<file path="src/rtl/status_tx.sv">
// Status line transmitter: snapshots game state and streams "S dddd T ccc s CR LF" frames to a UART core.
// Optional STATUS_TX_ANSI_EN macro prefixes each frame with an ANSI clear-line sequence.
module status_tx #(
    parameter int CD_W            = 8,
    parameter int HEARTBEAT_TICKS = 100_000_000
) (
    input  logic            clk,
    input  logic            reset_n,
    input  logic [15:0]     score,
    input  logic [CD_W-1:0] count_down,
    input  logic            start,
    input  logic            over,
    input  logic            is_transmitting,
    output logic            transmit,
    output logic [7:0]      tx_byte
);

`ifdef STATUS_TX_ANSI_EN
    localparam int PRE_LEN = 5;
`else
    localparam int PRE_LEN = 0;
`endif
    localparam logic [4:0] PRE      = 5'(PRE_LEN);
    localparam logic [4:0] LAST_IDX = 5'(PRE_LEN + 13);
    localparam logic [3:0] CONV_END = 4'(CD_W - 1);

    typedef enum logic [2:0] {IDLE, CONV, SEND, WAIT_BUSY, WAIT_DONE} state_t;

    state_t        state, state_n;
    logic          pending;
    logic [15:0]   prev_score;
    logic [CD_W-1:0] prev_cd;
    logic          prev_start, prev_over;
    logic [15:0]   snap_score;
    logic          snap_start, snap_over;
    logic [9:0]    bin_sr;
    logic [11:0]   bcd, bcd_adj;
    logic [3:0]    conv_cnt;
    logic [4:0]    idx, body_idx;
    logic [1:0]    wb_cnt;
    logic          ev_hit, hb_hit, req;
    logic          take, do_shift, strobe, idx_inc, wb_inc;
    logic [7:0]    frame_byte, status_char;

    function automatic logic [9:0] sat999(input logic [CD_W-1:0] v);
        logic [10:0] ext;
        ext = 11'(v);
        return (ext > 11'd999) ? 10'd999 : ext[9:0];
    endfunction

    function automatic logic [11:0] dabble(input logic [11:0] b);
        logic [11:0] r;
        r = b;
        for (int i = 0; i < 3; i++)
            if (r[i*4 +: 4] >= 4'd5) r[i*4 +: 4] = r[i*4 +: 4] + 4'd3;
        return r;
    endfunction

    function automatic logic [7:0] digit_char(input logic [3:0] n);
        return (n > 4'd9) ? 8'h3F : 8'h30 + {4'h0, n};
    endfunction

    assign ev_hit = (score != prev_score) || (count_down != prev_cd) ||
                    (start != prev_start) || (over != prev_over);
    assign req     = pending | ev_hit | hb_hit;
    assign bcd_adj = dabble(bcd);

    generate
        if (HEARTBEAT_TICKS > 0) begin : g_hb
            logic [31:0] hb_cnt;
            assign hb_hit = (hb_cnt == 32'(HEARTBEAT_TICKS - 1));
            always_ff @(posedge clk) begin
                if (!reset_n || take || hb_hit) hb_cnt <= '0;
                else                             hb_cnt <= hb_cnt + 32'd1;
            end
        end else begin : g_no_hb
            assign hb_hit = 1'b0;
        end
    endgenerate

    // Byte selection from the frozen snapshot and converted countdown
    assign status_char = snap_over ? 8'h4F : (snap_start ? 8'h52 : 8'h49);
    assign body_idx    = idx - PRE;

    always_comb begin
        frame_byte = 8'h00;
        case (body_idx)
            5'd0:  frame_byte = 8'h53;
            5'd1:  frame_byte = digit_char(snap_score[15:12]);
            5'd2:  frame_byte = digit_char(snap_score[11:8]);
            5'd3:  frame_byte = digit_char(snap_score[7:4]);
            5'd4:  frame_byte = digit_char(snap_score[3:0]);
            5'd5:  frame_byte = 8'h20;
            5'd6:  frame_byte = 8'h54;
            5'd7:  frame_byte = digit_char(bcd[11:8]);
            5'd8:  frame_byte = digit_char(bcd[7:4]);
            5'd9:  frame_byte = digit_char(bcd[3:0]);
            5'd10: frame_byte = 8'h20;
            5'd11: frame_byte = status_char;
            5'd12: frame_byte = 8'h0D;
            5'd13: frame_byte = 8'h0A;
            default: frame_byte = 8'h00;
        endcase
`ifdef STATUS_TX_ANSI_EN
        case (idx)
            5'd0: frame_byte = 8'h1B;
            5'd1: frame_byte = 8'h5B;
            5'd2: frame_byte = 8'h32;
            5'd3: frame_byte = 8'h4B;
            5'd4: frame_byte = 8'h0D;
            default: ;
        endcase
`endif
    end

    always_comb begin
        state_n  = state;
        take     = 1'b0;
        do_shift = 1'b0;
        strobe   = 1'b0;
        idx_inc  = 1'b0;
        wb_inc   = 1'b0;
        case (state)
            IDLE: if (req) begin
                take    = 1'b1;
                state_n = CONV;
            end
            CONV: begin
                do_shift = 1'b1;
                if (conv_cnt == CONV_END) state_n = SEND;
            end
            SEND: if (!is_transmitting) begin
                strobe  = 1'b1;
                state_n = WAIT_BUSY;
            end
            // A byte the UART never acknowledges is treated as sent after four cycles
            WAIT_BUSY: begin
                if (is_transmitting || wb_cnt == 2'd3) state_n = WAIT_DONE;
                else                                    wb_inc  = 1'b1;
            end
            WAIT_DONE: if (!is_transmitting) begin
                if (idx == LAST_IDX) state_n = IDLE;
                else begin
                    idx_inc = 1'b1;
                    state_n = SEND;
                end
            end
            default: state_n = IDLE;
        endcase
    end

    always_ff @(posedge clk) begin
        if (!reset_n) begin
            state      <= IDLE;
            pending    <= 1'b1;
            idx        <= '0;
            conv_cnt   <= '0;
            wb_cnt     <= '0;
            transmit   <= 1'b0;
            tx_byte    <= 8'h00;
            prev_score <= '0;
            prev_cd    <= '0;
            prev_start <= 1'b0;
            prev_over  <= 1'b0;
        end else begin
            state      <= state_n;
            // The snapshot already reflects any change seen in the take cycle
            pending    <= take ? 1'b0 : req;
            prev_score <= score;
            prev_cd    <= count_down;
            prev_start <= start;
            prev_over  <= over;
            transmit   <= strobe;
            if (strobe) tx_byte <= frame_byte;
            if (take)         idx <= '0;
            else if (idx_inc) idx <= idx + 5'd1;
            if (take)          conv_cnt <= '0;
            else if (do_shift) conv_cnt <= conv_cnt + 4'd1;
            if (strobe)      wb_cnt <= '0;
            else if (wb_inc) wb_cnt <= wb_cnt + 2'd1;
        end
    end

    // Snapshot and shift-add-3 datapath; value left-aligned so CD_W shifts suffice
    always_ff @(posedge clk) begin
        if (take) begin
            snap_score <= score;
            snap_start <= start;
            snap_over  <= over;
            bin_sr     <= sat999(count_down) << (10 - CD_W);
            bcd        <= '0;
        end else if (do_shift) begin
            {bcd, bin_sr} <= {bcd_adj, bin_sr} << 1;
        end
    end

endmodule

</file>
<file path="config.mk">
export PLATFORM = sky130hd
export DESIGN_NAME = status_tx
export DESIGN_NICKNAME = d
export VERILOG_FILES = /design/src/rtl/status_tx.sv
export SDC_FILE = /design/constraint.sdc
export NUM_CORES = 1
export LEC_CHECK = 0
export BUFFER_PORTS_ARGS = -buffer_cell sky130_fd_sc_hd__buf_2
export CORE_UTILIZATION = 35
export CTS_CLUSTER_SIZE = 20
export DETAILED_ROUTE_END_ITERATION = 12
export HOLD_SLACK_MARGIN = 0.1
export SLEW_MARGIN = 20
export SYNTH_ARGS = -nofsm -noshare
export SYNTH_HDL_FRONTEND = slang
export SYNTH_SLANG_ARGS = --single-unit
</file>
<file path="constraint.sdc">
create_clock -name clk -period 2.67 [get_ports clk]
set_clock_uncertainty 0.1 [all_clocks]
set_input_delay 0.4005 -clock clk [delete_from_list [all_inputs] [get_ports clk]]
set_output_delay 0.4005 -clock clk [all_outputs]
set_load 0.03 [all_outputs]
</file>
* After elaboration in Yosys (flattened, before gate mapping) *
Cells that the tools add are included.

cells by class
  bitwise logic cells = 3
  multiplexer cells = 33
  add/sub/neg operators = 14
  equality and inequality tests = 29
  magnitude comparators = 10
  reduce and logical (&&, ||, !) cells = 14

operator list
  cell                   number
  $pmux 7 s13            1
  $add 6x4->7 const A    7
  $mux 7                 7
  $add 32x1->32 const B  1
  $eq 32x27->1 const B   1
  $eq 5x4->1 const B     6
  $gt 4x4->1 const B     7
  $eq 5x3->1 const B     4
  $mux 10                2
  $mux 3                 6
  $ne 16x16->1           1
  $pmux 3 s5             1
  $ge 4x3->1 const B     3
  $mux 1                 11
  $eq 5x2->1 const B     2
  $mux 5                 2
  $ne 2x2->1 const B     5
  $add 4x2->4 const B    2
  $mux 4                 2
  $ne 8x8->1             1
  $eq 3x2->1 const B     2
  $logic_or 1x1->1       6
  $reduce_or 2->1        3
  $add 5x1->5 const B    1
  17 further kinds       19

word-level totals
  register bits after elaboration = 120
  input bits = 29
  word-level logic and storage cells = 120

* Logic depth before layout (Yosys ltp) *
  depth in word-level cells = 10
  depth in mapped cells = 10

* Least setup slack after synthesis *
No wires, ideal clock.

  path kind = register -> register
  from = reg g_hb.hb_cnt[0]
  to = reg bin_sr[2] (enable)
  required time = 2.186 ns
  stages on the path, launching flop included = 7
  setup time = 0.384 ns
  path slack = -0.066 ns
  arrival = 2.252 ns
  cells stage by stage = dfxtp_1 ha_1 and2_1 nand3_2 or4_4 and2_1 o21ai_0

on the way
  longest elaborated chain between the ends = 5

ends and longest elaborated chain
  item                                line  text
  start, declared                     70    logic [31:0] hb_cnt;
  start signal, assigned              74    else hb_cnt <= hb_cnt + 32'd1;
  $eq 32x27->1                        71    assign hb_hit = (hb_cnt == 32'(HEARTBEAT_TICKS - 1));
  $or 1x1->1                          65    assign req = pending | ev_hit | hb_hit;
  $mux 1                              124   IDLE: if (req) begin
  $mux 1                              123   case (state)
  $reduce_bool 2->1 (no source line)  n/a
  end signal, assigned                190   bin_sr <= sat999(count_down) << (10 - CD_W);
  end signal, assigned                193   {bcd, bin_sr} <= {bcd_adj, bin_sr} << 1;
  end, declared                       36    logic [9:0] bin_sr;

No other way between the ends.
A chain may end at the register's enable or synchronous reset.

* Worst setup path in the final report *
  from = reg g_hb.hb_cnt[0]
  to = reg bin_sr[7] (data pin)

on the way
  longest elaborated chain between the ends = 5

ends and longest elaborated chain
  item          line  text
  $eq 32x27->1  71
  $or 1x1->1    65
  $mux 1        124
  $mux 1        123
  $mux 10       186   if (take) begin

No other way between the ends.

==> results.txt <==
----------------------------------------------------
[Run status]
  Run status ... finished, final reports clean

[CTS]
  Depth of the CTS H-tree ... 4
  Reg clk slew, reported paths ... 50 ps
  Count of clock tree sinks ... 119
  Maximum number of buffers from clock root to sink ... 2
  CTS Root Cell ... clkbuf_16
  Insertion delay of the later-clocked pin in the worst-skew pair ... 420 ps
  Number of clock buffers inserted by TritonCTS ... 17
  Clock tree from TritonCTS ... yes

[Cells and area]
  Most common cell after layout, fill and taps aside ... dfxtp_1
  Ant diodes ... 0
  Final net count ... 711
  Share of post-route cells with drive strength above 1 ... 0.1569
  Area added between synthesis and finish ... 21.97%
  Highest-count cells in the layout ignoring fill and taps ... dfxtp_1 (93), nor2_1 (69), nand2_1 (47), buf_2 (36), a21oi_1 (35)

[Yosys]
  Post-synth top area share ... 0.3302
  EDFF count, synth ... 26
  FF+latch count, synth ... 119
  Main flop type after synthesis ... dfxtp_1
  Post-synth net total ... 650
  Synthesis warning total ... 0
  Largest area contributor in the synthesized netlist ... dfxtp_1
  Post-synthesis cell count ... 608
  Count of unique library cells instantiated by Yosys ... 59
  Ranking of synthesized cells by area ... dfxtp_1 (33%), edfxtp_1 (14%), xnor2_1 (5.1%)
  Proportion of register bits with asynchronous set or reset after synthesis ... 0
  Summed instance area of the synthesized netlist ... 5638 µm²
  Sequential share of the synthesized area ... 0.4687
  Mean post-synth cell area ... 9.273 µm²

[Global route]
  Antenna violations before repair ... 0
  Largest net degree at the start of global routing ... 36
  Global-route wire length before repair ... 21,200 µm
  Sum of overflow across all layers after global routing ... 0
  Number of global-route vias before repair ... 4,414
  Overall track demand over capacity in global routing ... 0.1648

[Timing]
  Tightest Pin Transition ... 780.0 ps
  Peak clock frequency supported by timing ... 399.2 MHz
  Time the final worst path needs with I/O delays and setup ... 2505 ps
  Setup WS post-layout ... 164.9 ps
  RSZ-0062 raised after global routing ... false
  Count of pins over their slew limit ... 0
  Final hold violations ... 0
  Part of the cycle the worst path needs ... 0.9382
  Worst slack on hold paths ... 116.2 ps
  Number of failing setup endpoints in the final timing report ... 0
  Max-Slew Margin vs Limit ... 0.4752

[Min path]
  Worst hold start ... score[3]
  HP Class ... in -> reg

[Route]
  Number of optimization iterations in the first detailed-route pass ... 5
  Vias per cell ... 5.023
  Average wire per cell in the routed design ... 14.18 µm
  Number of antenna-violating nets in the routed design ... 0
  Post-route DRC violation count ... 0
  Initial DRC Count ... 329
  Via Count ... 4,511
  Final wirelength ... 12,740 µm

[Power and ir drop]
  Power per Cell Area ... 663.5 nW/µm²
  Pleak ... 2.566 nW
  Worst ir drop on vdd ... 0.4587 mV

[Setup path]
  Worst endpoint data arrival time ... 2570 ps
  Kind of critical path ... reg -> reg
  Worst Path Max Fanout ... 12
  Required time at the worst-slack endpoint ... 2740 ps
  Worst Setup SP ... g_hb.hb_cnt[0]
  R2R Path Start ... g_hb.hb_cnt[0]
  Setup crit end kind ... flip-flop
  Kind of start point of the critical path ... flip-flop

[Placed design]
  Final weighted congestion in routability-driven placement ... 0.9371
  Count of buffers from port buffering ... 36
  Detailed placement HPWL ... 9116 µm
  Pre-CTS setup slack ... -123.2 ps

[Floorplan]
  DIE HEIGHT ... 128.9 µm
  Rows ... 46
  Initial core utilization ... 0.3562
  Width of the die ... 128.9 µm
  Die ar. ... 16,620 µm²
  Core Region ... 15,830 µm²
  Count of boundary I/O pins ... 38

[Run]
  Max_cap viols ... 0

----------------------------------------------------
==> metal layers <==
metal,wire (µm),global-route usage,vias to the layer above
li1,-,-,2254
met1,5903,0.2092,2118
met2,5969,0.2655,114
met3,628,0.04283,25
met4,237,0.06920,0
met5,0,0,-
==> sequential cells by signal (all words and copies together) (netlist names) <==
| name | count |
|---|---|
| bcd | 12 |
| bin_sr | 8 |
| conv_cnt | 4 |
| g_hb.hb_cnt | 32 |
| idx | 5 |
| pending | 1 |
| prev_cd | 8 |
| prev_over | 1 |
| prev_score | 16 |
| prev_start | 1 |
| snap_over | 1 |
| snap_score | 16 |
| snap_start | 1 |
| state | 3 |
| transmit | 1 |
| tx_byte | 7 |
| wb_cnt | 2 |
==> Yosys cell counts (all sizes together) (2+ instances only) <==
| cell | instances |
|---|---|
| dfxtp | 93 |
| nor2 | 69 |
| nand2 | 47 |
| a21oi | 36 |
| xnor2 | 33 |
| xor2 | 31 |
| and2 | 30 |
| edfxtp | 26 |
| o21ai | 25 |
| nand3 | 24 |
| clkbuf | 21 |
| nand4 | 17 |
| ha | 13 |
| inv | 13 |
| nand2b | 11 |
| nor4 | 11 |
| nor3 | 10 |
| mux2 | 8 |
| o21a | 8 |
| o22ai | 7 |
| a22o | 6 |
| buf | 6 |
| nor2b | 6 |
| a22oi | 5 |
| and3 | 5 |
| and4 | 5 |
| nor3b | 4 |
| a21o | 3 |
| or2 | 3 |
| or3 | 3 |
| a211oi | 2 |
| a21boi | 2 |
| a31oi | 2 |
| mux2i | 2 |
| nand3b | 2 |
| o211ai | 2 |
| or4 | 2 |
==> cell type report <==
class / count / area [µm²]
Clock inverter: 11 / 173.9
Tap cell: 216 / 270.3
Timing Repair Buffer: 69 / 456.7
Fill cell: 1501 / 8951
Clock buffer: 21 / 450.4
Inverter: 13 / 48.80
Sequential cell: 119 / 2643
Multi-Input combinational cell: 449 / 2834
==> per-stage QoR <==
stage            util  power, W  TNS, ps  instances  instance area (µm²)
6_report       0.4345  0.004563        0        898                 6877
2_1_floorplan       -  0.002108        0        608                 5638
5_1_grt        0.4345  0.004705        0        898                 6877
4_1_cts        0.4329  0.004603        0        896                 6852
3_5_place_dp   0.3869  0.002187    -2225        854                 6123
3_3_place_gp   0.3869  0.002180   -132.8        854                 6123
==> critical path, stage by stage (launching register included) <==
cell     delay (ps)
dfxtp_1         370
ha_1            190
and2_1          160
nand3_2         110
or4_4           590
a21oi_4         340
mux2_2          380
==> repair_timing <==
action,CTS,global route
hold endpoints to repair,10,0
pin swaps,0,2
endpoints found under the setup margin,8,30
hold buffers,10,0
setup buffers,0,2
resized for setup,1,2
==> power breakdown <==
part / leakage (nW) / internal, W / total, W / switching [W]
sequential: 1.02 / 0.00190 / 0.00194 / 0.0000344
combinational: 1.26 / 0.000105 / 0.000228 / 0.000123
clock: 0.294 / 0.00159 / 0.00240 / 0.000808
total: 2.57 / 0.00360 / 0.00456 / 0.000966
==> logic make-up after synthesis <==
logic type | share of synthesized area
DFF | 0.4687
AOI/OAI and AO/OA | 0.1212
adders and majority gates | 0.02885
and+or+nand+nor | 0.2312
muxes | 0.01953
other | 0.0006651
xor gates and xnor gates | 0.09942
buffers and inverters | 0.03040
==> final timing paths <==
check	cells after the start	endpoint	slack [ps]
setup / recovery	6	bin_sr[7]	160
hold / removal	1	snap_score[3]	120
setup reg to reg	6	bin_sr[7]	160
hold reg to reg	1	g_hb.hb_cnt[0]	370
Power figures use the tool's default switching activity.
